[src/rtl/ad9866_spi_pkg.sv]
// Shared definitions for the AD9866 SPI responder: frame layout, register
// addresses, power-on register defaults and the frame state encoding.
package ad9866_spi_pkg;

  localparam int FRAME_BITS     = 16;
  localparam int INSTR_BITS     = 8;
  localparam int FRAME_RW_BIT   = 15;
  localparam int FRAME_ADDR_MSB = 12;
  localparam int FRAME_ADDR_LSB = 8;
  localparam int FRAME_DATA_MSB = 7;
  localparam int FRAME_DATA_LSB = 0;

  // Positions of the instruction fields inside the first received byte.
  localparam int INSTR_RW_POS   = FRAME_RW_BIT - INSTR_BITS;
  localparam int INSTR_ADDR_MSB = FRAME_ADDR_MSB - INSTR_BITS;
  localparam int INSTR_ADDR_LSB = FRAME_ADDR_LSB - INSTR_BITS;

  localparam logic [4:0] CNT_INSTR_LAST = 5'(INSTR_BITS - 1);
  localparam logic [4:0] CNT_FRAME_LAST = 5'(FRAME_BITS - 1);

  localparam logic [4:0] ADDR_RXGAIN = 5'h09;
  localparam logic [4:0] ADDR_TXGAIN = 5'h0a;

  localparam int NUM_REGS = 32;

  localparam logic [7:0] REG_DEFAULTS [NUM_REGS] = '{
    8'h80, 8'h00, 8'h00, 8'h00, 8'h00, 8'h00, 8'h54, 8'h30,
    8'h4B, 8'h00, 8'h00, 8'h00, 8'h43, 8'h03, 8'h81, 8'h00,
    8'h80, 8'h00, 8'h00, 8'h00, 8'h00, 8'h00, 8'h00, 8'h00,
    8'h00, 8'h00, 8'h00, 8'h00, 8'h00, 8'h00, 8'h00, 8'h00
  };

  typedef enum logic [2:0] {
    IDLE,
    INSTR,
    WR,
    RD,
    DONE
  } state_t;

endpackage

[src/rtl/ad9866_spi_sync.sv]
// Two-flop synchronizer for an asynchronous SPI line, followed by one more
// flop so single-cycle rise/fall strobes can be produced in the clk domain.
module ad9866_spi_sync #(
  parameter logic RESET_VAL = 1'b0
) (
  input  logic i_clk,
  input  logic i_rst,
  input  logic i_async,
  output logic o_rise,
  output logic o_fall
);

  logic r_meta;
  logic r_sync;
  logic r_prev;

  always_ff @(posedge i_clk or posedge i_rst) begin
    if (i_rst) begin
      r_meta <= RESET_VAL;
      r_sync <= RESET_VAL;
      r_prev <= RESET_VAL;
    end else begin
      r_meta <= i_async;
      r_sync <= r_meta;
      r_prev <= r_sync;
    end
  end

  assign o_rise = r_sync & ~r_prev;
  assign o_fall = ~r_sync & r_prev;

endmodule

[src/rtl/ad9866_spi_responder.sv]
// SPI responder emulating the AD9866 control port: decodes 16-bit frames into
// a 32x8 register file, answers reads on sdo and exposes the gain fields.
module ad9866_spi_responder
  import ad9866_spi_pkg::*;
(
  input  logic       i_clk,
  input  logic       i_rst,
  input  logic       i_spi_sclk,
  input  logic       i_spi_sen_n,
  input  logic       i_spi_sdio,
  output logic       o_spi_sdo,
  output logic       o_spi_sdo_oe,
  output logic       o_wr_stb,
  output logic [4:0] o_wr_addr,
  output logic [7:0] o_wr_data,
  output logic       o_frame_err,
  output logic       o_busy,
  output logic [5:0] o_rx_gain,
  output logic [3:0] o_tx_gain
);

  logic       w_sclk_rise;
  logic       w_sclk_fall;
  logic       w_sen_rise;
  logic       w_sen_fall;
  logic [1:0] r_sdio_sync;
  logic       w_sdio;

  state_t     r_state;
  logic [4:0] r_bit_cnt;
  logic [6:0] r_shift;
  logic [4:0] r_addr;
  logic [7:0] r_rd_shift;
  logic       r_sdo;
  logic       r_sdo_oe;
  logic       r_wr_stb;
  logic [4:0] r_wr_addr;
  logic [7:0] r_wr_data;
  logic       r_frame_err;
  logic       r_busy;
  logic [7:0] r_regs [NUM_REGS];

  logic [7:0] w_byte;
  logic       w_last_rise;
  logic       w_commit;
  logic       w_in_frame;

  // sen_n syncs reset low so a line already held low at release cannot look
  // like a fresh frame start; it must first be seen high.
  ad9866_spi_sync #(.RESET_VAL(1'b0)) u_sclk_sync (
    .i_clk   (i_clk),
    .i_rst   (i_rst),
    .i_async (i_spi_sclk),
    .o_rise  (w_sclk_rise),
    .o_fall  (w_sclk_fall)
  );

  ad9866_spi_sync #(.RESET_VAL(1'b0)) u_sen_sync (
    .i_clk   (i_clk),
    .i_rst   (i_rst),
    .i_async (i_spi_sen_n),
    .o_rise  (w_sen_rise),
    .o_fall  (w_sen_fall)
  );

  always_ff @(posedge i_clk or posedge i_rst) begin
    if (i_rst) begin
      r_sdio_sync <= 2'b00;
    end else begin
      r_sdio_sync <= {r_sdio_sync[0], i_spi_sdio};
    end
  end

  assign w_sdio      = r_sdio_sync[1];
  assign w_byte      = {r_shift, w_sdio};
  assign w_last_rise = w_sclk_rise && (r_bit_cnt == CNT_FRAME_LAST) &&
                       ((r_state == WR) || (r_state == RD));
  assign w_commit    = w_last_rise && (r_state == WR);
  assign w_in_frame  = (r_state == INSTR) || (r_state == WR) || (r_state == RD);

  always_ff @(posedge i_clk or posedge i_rst) begin
    if (i_rst) begin
      r_state     <= IDLE;
      r_bit_cnt   <= 5'd0;
      r_shift     <= 7'd0;
      r_addr      <= 5'd0;
      r_rd_shift  <= 8'd0;
      r_sdo       <= 1'b0;
      r_sdo_oe    <= 1'b0;
      r_wr_stb    <= 1'b0;
      r_wr_addr   <= 5'd0;
      r_wr_data   <= 8'd0;
      r_frame_err <= 1'b0;
      r_busy      <= 1'b0;
    end else begin
      r_wr_stb    <= 1'b0;
      r_frame_err <= 1'b0;

      case (r_state)
        IDLE: begin
          if (w_sen_fall) begin
            r_state   <= INSTR;
            r_bit_cnt <= 5'd0;
            r_busy    <= 1'b1;
          end
        end

        INSTR: begin
          if (w_sclk_rise) begin
            r_shift   <= w_byte[6:0];
            r_bit_cnt <= r_bit_cnt + 5'd1;
            if (r_bit_cnt == CNT_INSTR_LAST) begin
              r_addr <= w_byte[INSTR_ADDR_MSB:INSTR_ADDR_LSB];
              if (w_byte[INSTR_RW_POS]) begin
                r_state    <= RD;
                r_rd_shift <= r_regs[w_byte[INSTR_ADDR_MSB:INSTR_ADDR_LSB]];
              end else begin
                r_state <= WR;
              end
            end
          end
        end

        WR: begin
          if (w_sclk_rise) begin
            r_shift   <= w_byte[6:0];
            r_bit_cnt <= r_bit_cnt + 5'd1;
            if (r_bit_cnt == CNT_FRAME_LAST) begin
              r_wr_stb  <= 1'b1;
              r_wr_addr <= r_addr;
              r_wr_data <= w_byte;
              r_state   <= DONE;
            end
          end
        end

        // Read data moves on sclk falls so it is stable at the next rise.
        RD: begin
          if (w_sclk_rise) begin
            r_bit_cnt <= r_bit_cnt + 5'd1;
            if (r_bit_cnt == CNT_FRAME_LAST) begin
              r_state  <= DONE;
              r_sdo    <= 1'b0;
              r_sdo_oe <= 1'b0;
            end
          end else if (w_sclk_fall) begin
            r_sdo      <= r_rd_shift[7];
            r_rd_shift <= {r_rd_shift[6:0], 1'b0};
            r_sdo_oe   <= 1'b1;
          end
        end

        DONE: begin
        end

        default: r_state <= IDLE;
      endcase

      // Placed last so an sclk rise in the same cycle is handled first.
      if (w_sen_rise) begin
        r_state     <= IDLE;
        r_busy      <= 1'b0;
        r_sdo       <= 1'b0;
        r_sdo_oe    <= 1'b0;
        r_frame_err <= w_in_frame && !w_last_rise;
      end
    end
  end

  // Flop-based so reset can load the codec's power-on defaults.
  always_ff @(posedge i_clk or posedge i_rst) begin
    if (i_rst) begin
      for (int i = 0; i < NUM_REGS; i++) begin
        r_regs[i] <= REG_DEFAULTS[i];
      end
    end else if (w_commit) begin
      r_regs[r_addr] <= w_byte;
    end
  end

  assign o_spi_sdo    = r_sdo;
  assign o_spi_sdo_oe = r_sdo_oe;
  assign o_wr_stb     = r_wr_stb;
  assign o_wr_addr    = r_wr_addr;
  assign o_wr_data    = r_wr_data;
  assign o_frame_err  = r_frame_err;
  assign o_busy       = r_busy;
  assign o_rx_gain    = r_regs[ADDR_RXGAIN][5:0];
  assign o_tx_gain    = r_regs[ADDR_TXGAIN][3:0];

endmodule

[config.mk]
export PLATFORM = sky130hd
export DESIGN_NAME = ad9866_spi_responder
export DESIGN_NICKNAME = d
export VERILOG_FILES = /design/src/rtl/ad9866_spi_pkg.sv /design/src/rtl/ad9866_spi_sync.sv /design/src/rtl/ad9866_spi_responder.sv
export SDC_FILE = /design/constraint.sdc
export NUM_CORES = 1
export LEC_CHECK = 0
export ABC_AREA = 1
export BUFFER_PORTS_ARGS = -buffer_cell sky130_fd_sc_hd__buf_2
export CAP_MARGIN = 20
export CORE_UTILIZATION = 65
export DETAILED_ROUTE_END_ITERATION = 12
export PLACE_DENSITY = 0.82
export SYNTH_ARGS = -nofsm -noshare
export SYNTH_HDL_FRONTEND = slang
export SYNTH_SLANG_ARGS = --single-unit
[constraint.sdc]
create_clock -name i_clk -period 33.7 [get_ports i_clk]
set_input_delay 6.74 -clock i_clk [delete_from_list [all_inputs] [get_ports i_clk]]
set_output_delay 6.74 -clock i_clk [all_outputs]
set_load 0.005 [all_outputs]
# == After elaboration in Yosys (flattened, before gate mapping) ==
# Cells that the tools add are included.
# classes
n_addsub,1
magnitude_cmp,3
n_eq_ne,20
muxes,39
n_bitwise,10
n_reduce_logical,27
# ops
op,n
$bwmux W256,1
$mux W8,8
$bmux W8 S5,1
$demux W8 S5,1
$mux W3,6
$mux W1,17
$pmux W8 S2,1
$ne A3 B1 Y1 const B,5
$ge A6 B6 Y1 const B,2
$not A5 Y6,2
$pmux W3 S4,1
$reduce_and A3 Y1,4
$reduce_and A6 Y1,2
$mux W5,2
$ne A2 B1 Y1 const B,5
$pmux W5 S2,1
$reduce_bool A2 Y1,5
$eq A3 B2 Y1 const B,2
$lt A6 B1 Y1 const B,1
$ne A2 B2 Y1 const B,3
$add A5 B1 Y5 const B,1
$eq A5 B3 Y1 const B,1
$eq A5 B4 Y1 const B,1
$logic_and A1 B1 Y1,5
other kinds (12),22
# word_totals
reg_bits,310
input_bits,5

# == Logic depth before layout (Yosys ltp) ==
# Gate-level depths: netlist (run 1).
# depth
depth_word,8
mapped_depth,13

# == Cells and area by module ==
# A second synthesis (run 1) with hierarchy kept.
# hier_totals
cells_unflattened,1685
area_unflattened_um2,13825.8
# modules_own_cells
mod,instances,cells_per_inst,area_per_inst_um2,seq_area_each_um2
ad9866_spi_responder,1,1669,13638.1,7629.8
ad9866_spi_sync,2,8,93.8,75.1

# == Least setup slack after synthesis (run 1) ==
# No wires, ideal clock.
# synth_timing
path_kind,register to output
start,"register r_regs, in the netlist o_rx_gain[0]"
end,output port o_rx_gain[0]
arrival_time_ps,494
t_required_ps,26960
setup_slack_ps,26466
path_stages_with_launch,2
path_cell_list,dfrtp_1 -> buf_4
# synth_rtl
element,line,text
start: declaration,ad9866_spi_responder.sv:41,logic [7:0] r_regs [NUM_REGS];
start signal: indexed assignment,ad9866_spi_responder.sv:174,r_regs[i] <= REG_DEFAULTS[i];
start signal: indexed assignment,ad9866_spi_responder.sv:177,r_regs[r_addr] <= w_byte;
end: declaration,ad9866_spi_responder.sv:18,"output logic [5:0] o_rx_gain,"
# No word-level cell between the ends.

==> metrics.yaml, run 1 <==
run_status:
  outcome: "finished clean"
grt:
  grt_max_degree: 184
  grt_usage: 0.3208
  grt_overflow: 0
  antenna_found_initial: 0
  grt_pass1_wl_mm: 56.15
  grt_pass1_vias: 10880
power_and_ir_drop:
  switchingPower_uw: 317.9
  power_density_nw_per_um2: 62.72
  pwr-share-clk: 0.353
  p_sw_frac: 0.3348
  finalPower_uw: 949.7
  combinationalPowerShare: 0.231
  intPower_uw: 631.8
  ir_worst_vdd_mv: 0.04157
  p_leak_uw: 0.006844
  p_seq_frac: 0.416
die:
  fp.dieH_um: 148.9
  die_x_um: 148.9
  core-area_um2: 21090
  start_util: 0.6652
  dieArea_um2: 22170
  ios: 33
  placementRows: 53
timing:
  min_period_over_period: 0.2332
  setup_viol: 0
  finalClockSkew_ns: 0.01544
  setup_tns_ns: 0
  hold_viol: 0
  rsz0062_at_grt: "no"
  period_minus_slack_ns: 7.858
  fmax_mhz: 127.3
  max-slew-margin-rel: 0.3301
  slew_viol_final: 0
  worst_pin_slew_ns: 1.005
cts:
  clk_latency_ns: 0.56
  htree_levels: 1
  clk_pin_slew_ns: 0.06
  root_buffer: "clkbuf_16"
  cts.sink_count: 310
  postCtsSetupBuffers: 0
  cts_hold_buf: 0
  cts_tree: "built"
  cts_made_buffers: 31
  post_cts_resized: 0
  clk_path_buf_depth: 3
synth:
  netlist_area_um2: 14030
  yosysTopAreaCell: "dfrtp_1"
  synth_nets: 1735
  synth_area_leaders: "dfrtp_1 52%, nand2_1 17%, o21ai_0 9.8%, nand3_1 7.0%, dfstp_2 3.4%"
  ys_ff_latch: 310
  seq_area_frac_synth: 0.5546
  synth_warnings: 0
  synth_top_area_share: 0.5209
  syn_inst: 1723
  ys_types: 28
  syn_area_per_cell_um2: 8.141
critical_path:
  required_ns: 34.15
  cp-end-kind: "asynchronous set/reset pin"
  worst_setup_path_start_kind: "input port"
  worst_ep_arrival_time_ns: 8.30
  critPathMaxFanout: 183
  setup.worst_path.class: "in -> async"
run:
  maxCapViolCount: 0
hold_path:
  hp-class: "reg -> reg"
final_layout:
  final_cell_mix: "627 x nand2_1, 290 x dfrtp_1, 276 x o21ai_0, 196 x nand3_1, 53 x inv_1"
  nNetsFinal: 1684
  layout_commonest_cell: "nand2_1"
  n_antenna_cell: 0
  area_growth_pct: 7.957
  drive_above_1_share: 0.08726
placed_design:
  numPortBuffers: 32
  hpwl_mm: 19.64
  gp_congestion: 0.8611
detailed_routing:
  drc: 0
  num_vias: 11720
  wl_per_cell_um: 17.61
  ant_nets: 0
  drtIter0Drc: 1442
  vias_per_cell: 5.944
  first_pass_iters: 6
  routed_wl_mm: 34.70
## synth_stat cells
| cell type | instances |
|---|---|
| o21ai_0 | 276 |
| nor3_4 | 3 |
| o22a_1 | 1 |
| buf_2 | 19 |
| buf_4 | 10 |
| or2_2 | 1 |
| dfrtp_1 | 292 |
| clkinv_1 | 1 |
| o31ai_1 | 6 |
| inv_2 | 3 |
| o211ai_1 | 5 |
| ha_1 | 7 |
| nor2_1 | 23 |
| nand2_2 | 22 |
| clkbuf_1 | 93 |
| buf_1 | 7 |
| nor2_4 | 1 |
| o21ai_1 | 17 |
| xor2_1 | 1 |
| nor3_1 | 11 |
| nand2_1 | 627 |
| a21oi_1 | 23 |
| inv_1 | 56 |
| o22ai_1 | 2 |
| nand3_1 | 196 |
| a22o_1 | 1 |
| nor2_2 | 1 |
| dfstp_2 | 18 |
## sequential cells by signal, indices dropped and copies added (netlist names), 2 cells and up
signal / cells
o_rx_gain: 6
o_tx_gain: 4
o_wr_addr: 5
o_wr_data: 8
r_addr: 5
r_bit_cnt: 5
r_rd_shift: 8
r_regs: 246
r_sdio_sync: 2
r_shift: 7
r_state: 3
## worst max-delay path, cell delays in order
cell and delay (ns):
buf_2 0.13, inv_8 0.56, buf_12 0.75
## path summary, 6_finish.rpt
path,from,end,slack [ns],cells past startpoint
worst max-delay path,i_rst,r_sdio_sync[1],25.84,3
max in group i_clk,o_rx_gain[3],o_rx_gain[3],25.88,1
worst max register to register,r_sdio_sync[1],r_rd_shift[2],30.11,11
worst min register to register,r_sdio_sync[0],r_sdio_sync[1],0.36,0
min in group asynchronous,i_rst,r_regs[249],6.35,2
worst min-delay path,r_sdio_sync[0],r_sdio_sync[1],0.36,0
## routing by layer
layer  GRT usage  vias up  part of all wire
li1            -     5513                 -
met1      0.4720     5588              0.43
met2      0.4933      545              0.46
met3     0.04832       69             0.094
met4      0.1015        0             0.025
met5           0        -                 0
## per-stage QoR
step	setup WS [ns]	util	area, um^2	hold WS, ns	instances
2_1_floorplan	18.42	-	14030	0.3312	1723
3_3_place_gp	25.15	0.6684	14100	0.3364	1912
3_5_place_dp	25.14	0.6684	14100	0.3442	1912
4_1_cts	25.73	0.7155	15090	0.3574	1969
5_1_grt	25.49	0.7181	15140	0.3686	1971
6_report	25.84	0.7181	15140	0.3553	1971
## cell type report
type / instances / area (um^2)
Inverter: 60 / 235.2
Timing Repair Buffer: 45 / 310.3
Tap cell: 275 / 344.1
Multi-Input combinational cell: 1224 / 5477
Sequential cell: 310 / 7785
Fill cell: 1587 / 5944
Clock inverter: 9 / 72.57
Clock buffer: 48 / 919.6
## power groups by stage
stage               Clock, uW  Sequential (uW)  Combinational, uW
floorplan                   0              391                146
global placement            0              400                204
detailed placement          0              401                206
CTS                       337              394                209
global route              354              395                236
finish                    335              395                220
## cells by family (layout without fill, tap and decap cells)
| family | after synthesis | after routing | synth area share |
|---|---|---|---|
| DFF | 310 | 310 | 0.5546 |
| buffers and inverters | 189 | 162 | 0.05495 |
| and+or+nand+nor | 885 | 885 | 0.2628 |
| adders and majority gates | 7 | 7 | 0.006244 |
| AOI/OAI and AO/OA | 331 | 331 | 0.1208 |
| xor gates and xnor gates | 1 | 1 | 0.0006245 |
(Power assumes the default switching activity.)
==> run 2: changes to the inputs <==
--- a/config.mk
+++ b/config.mk
@@ -8,9 +8,9 @@
 export ABC_AREA = 1
 export BUFFER_PORTS_ARGS = -buffer_cell sky130_fd_sc_hd__buf_2
 export CAP_MARGIN = 20
-export CORE_UTILIZATION = 65
+export CORE_UTILIZATION = 63
 export DETAILED_ROUTE_END_ITERATION = 12
-export PLACE_DENSITY = 0.82
+export PLACE_DENSITY = 0.8
 export SYNTH_ARGS = -nofsm -noshare
 export SYNTH_HDL_FRONTEND = slang
 export SYNTH_SLANG_ARGS = --single-unit
==> constraint.sdc (replaced) <==
create_clock -name i_clk -period 7.5 [get_ports i_clk]
set_input_delay 1.5 -clock i_clk [delete_from_list [all_inputs] [get_ports i_clk]]
set_output_delay 1.5 -clock i_clk [all_outputs]
set_load 0.005 [all_outputs]
==> run 2 against run 1 <==
  * Register-to-register slack got worse by 26 ns
  * Non-clock buffer count is 1 higher
  * Utilization decreased by 2.2 points
  * Via count grew 0.62%
  * Sequential power rose to 4.5 times the previous value
  * Worst setup slack got worse by 21 ns
  * Clock power rose to 4.8 times the previous value
  * Hold slack got worse by 0.0094 ns
  * Clock skew decreased by 0.0063 ns
  * Count of clock-buffer cells in the layout grew 8
  * Global-route usage decreased by 0.47 points
==> metrics.yaml, run 2 (synthesis gave the netlist of run 1 again) <==
grt:
  grt_max_degree: 148  # -20%
  grt_pass1_vias: 10700  # -1.7%
  grt_usage: 0.3161  # -0.004665
  grt_pass1_wl_mm: 56.06  # -0.16%
  antenna_found_initial: 0  # unchanged
  grt_overflow: 0  # unchanged
timing:
  min_period_over_period: 0.4124
  slew_viol_final: 0  # unchanged
  setup_viol: 0  # unchanged
  rsz0062_at_grt: "no"
  hold_viol: 0  # unchanged
  max-slew-margin-rel: 0.2763  # -0.05381
  setup_tns_ns: 0  # unchanged
  finalClockSkew_ns: 0.009134  # -0.006306 ns
  worst_pin_slew_ns: 1.086  # +0.08072 ns
  fmax_mhz: 323.3
  period_minus_slack_ns: 3.093
detailed_routing:
  ant_nets: 0  # unchanged
  num_vias: 11790  # +0.62%
  drtIter0Drc: 1201  # -17%
  first_pass_iters: 6  # unchanged
  vias_per_cell: 5.951  # +0.12%
  drc: 0  # unchanged
  wl_per_cell_um: 17.60  # about the same
  routed_wl_mm: 34.87  # +0.49%
critical_path:
  worst_ep_arrival_time_ns: 3.53  # -4.77 ns
  critPathMaxFanout: 82  # -55%
  critical-path-slowest-cell: "buf_4"
  setup.worst_path.class: "reg -> reg"
  slowest_delay_ns: 0.74  # about the same
  crit_top_cell: "nand3_1"
  required_ns: 7.94  # -26.21 ns
  worst_setup_path_start_kind: "flip-flop"
  crit_chain: "inv_4, buf_4, nand2_1, nand3_1, nand3_1, nand2_1, nand2_1, nand3_1, nand3_1, a21oi_1"
  cp-end-kind: "flip-flop"
cts:
  clk_latency_ns: 0.52  # -0.04 ns
  post_cts_resized: 0  # unchanged
  cts_tree: "built"
  clk_path_buf_depth: 3  # unchanged
  cts_made_buffers: 34  # +9.7%
  clk_pin_slew_ns: 0.06  # about the same
  cts_hold_buf: 0  # unchanged
  cts.sink_count: 310  # unchanged
  htree_levels: 2  # +1
  root_buffer: "clkbuf_16"
  postCtsSetupBuffers: 0  # unchanged
final_layout:
  n_antenna_cell: 0  # unchanged
  multi_input_area_um2: 5477  # unchanged
  nNetsFinal: 1688  # +0.24%
  largest_reg_flops: 246  # unchanged
  final_cell_mix: "627 x nand2_1, 290 x dfrtp_1, 276 x o21ai_0, 196 x nand3_1, 53 x inv_1"
  final_area_um2: 15200  # +0.37%
  area_growth_pct: 8.358
  drive_above_1_share: 0.08701  # -0.0002565
  nFillCells: 1696  # +6.9%
  regMostFlops: "r_regs"
  register_area_um2: 7785  # unchanged
  layout_commonest_cell: "nand2_1"
die:
  placementRows: 54  # +1.9%
  core-area_um2: 21820  # +3.5%
  die_x_um: 151.2  # +1.6%
  start_util: 0.6428  # -0.02242
  dieArea_um2: 22870  # +3.1%
  ios: 33  # unchanged
  fp.dieH_um: 151.2  # +1.6%
power_and_ir_drop:
  p_leak_uw: 0.006860  # +0.23%
  power_density_nw_per_um2: 285.4  # +360%
  ir_worst_vdd_mv: 0.2086  # +400%
run:
  maxCapViolCount: 0  # unchanged
placed_design:
  gp_congestion: 0.8434  # -2.1%
  numPortBuffers: 32  # unchanged
  hpwl_mm: 20.21  # +2.9%
  placed_cell_area_um2: 14120  # +0.18%
run_status:
  outcome: "finished clean"
hold_path:
  hp-class: "reg -> reg"
==> run 2: changes by cell type in the layout (fill, tap and decap cells not counted), sizes merged <==
cell / delta
clkbuf: +8
buf: +1
clkinv: -4
==> run 2: worst paths after layout <==
check | startpoint | endpoint | slack [ns] | cells past startpoint
worst min register to register | u_sen_sync.r_meta | u_sen_sync.r_sync | 0.35 | 0
worst max-delay path | r_sdio_sync[1] | r_rd_shift[1] | 4.41 | 10
worst min-delay path | u_sen_sync.r_meta | u_sen_sync.r_sync | 0.35 | 0
worst max register to register | r_sdio_sync[1] | r_rd_shift[1] | 4.41 | 10
min in group asynchronous | i_rst | o_wr_data[1] | 1.08 | 2
max in group asynchronous | i_rst | r_shift[0] | 4.94 | 3
==> run 2: final cells by class <==
| type | instances | share of cell area |
|---|---|---|
| clock buffers | 56 | 0.06742 |
| clock inverters | 5 | 0.003540 |
| inverters | 60 | 0.01523 |
| multi-input cells | 1224 | 0.3603 |
| flip-flops and latches | 310 | 0.5122 |
| well taps | 280 | 0.02305 |
| repair buffers | 46 | 0.01827 |
==> run 2: stage by stage <==
stage	total power [uW]	setup WS, ns	cells	utilization	hold slack, ns
after floorplan	2415	1.888	1723	-	0.3312
after global placement	2711	4.322	1920	0.6471	0.3351
after detailed placement	2725	4.320	1920	0.6471	0.3347
after CTS	4329	4.417	1981	0.6965	0.3473
after global routing	4504	4.102	1981	0.6965	0.3600
final	4339	4.407	1981	0.6965	0.3459
==> run 2: metal layers <==
layer	global-route usage	vias to the layer above	share of wire
li1	-	5517	-
met1	0.4459	5661	0.43
met2	0.4833	541	0.46
met3	0.06958	69	0.087
met4	0.1095	0	0.026
met5	0	-	0
==> run 2: critical path, delay by kind of cell (launching register included) <==
family	cells	cell delay [ns]
AO/OA/AOI/OAI	1	0.15
buffers and inverters	2	1.39
flip-flops	1	0.71
AND/OR/NAND/NOR	7	0.73
==> run 2: power by group <==
part	switching, uW	internal [uW]	leakage, uW
Clock	648	966	0.000529
Sequential	49.6	1710	0.00423
Combinational	721	244	0.00210
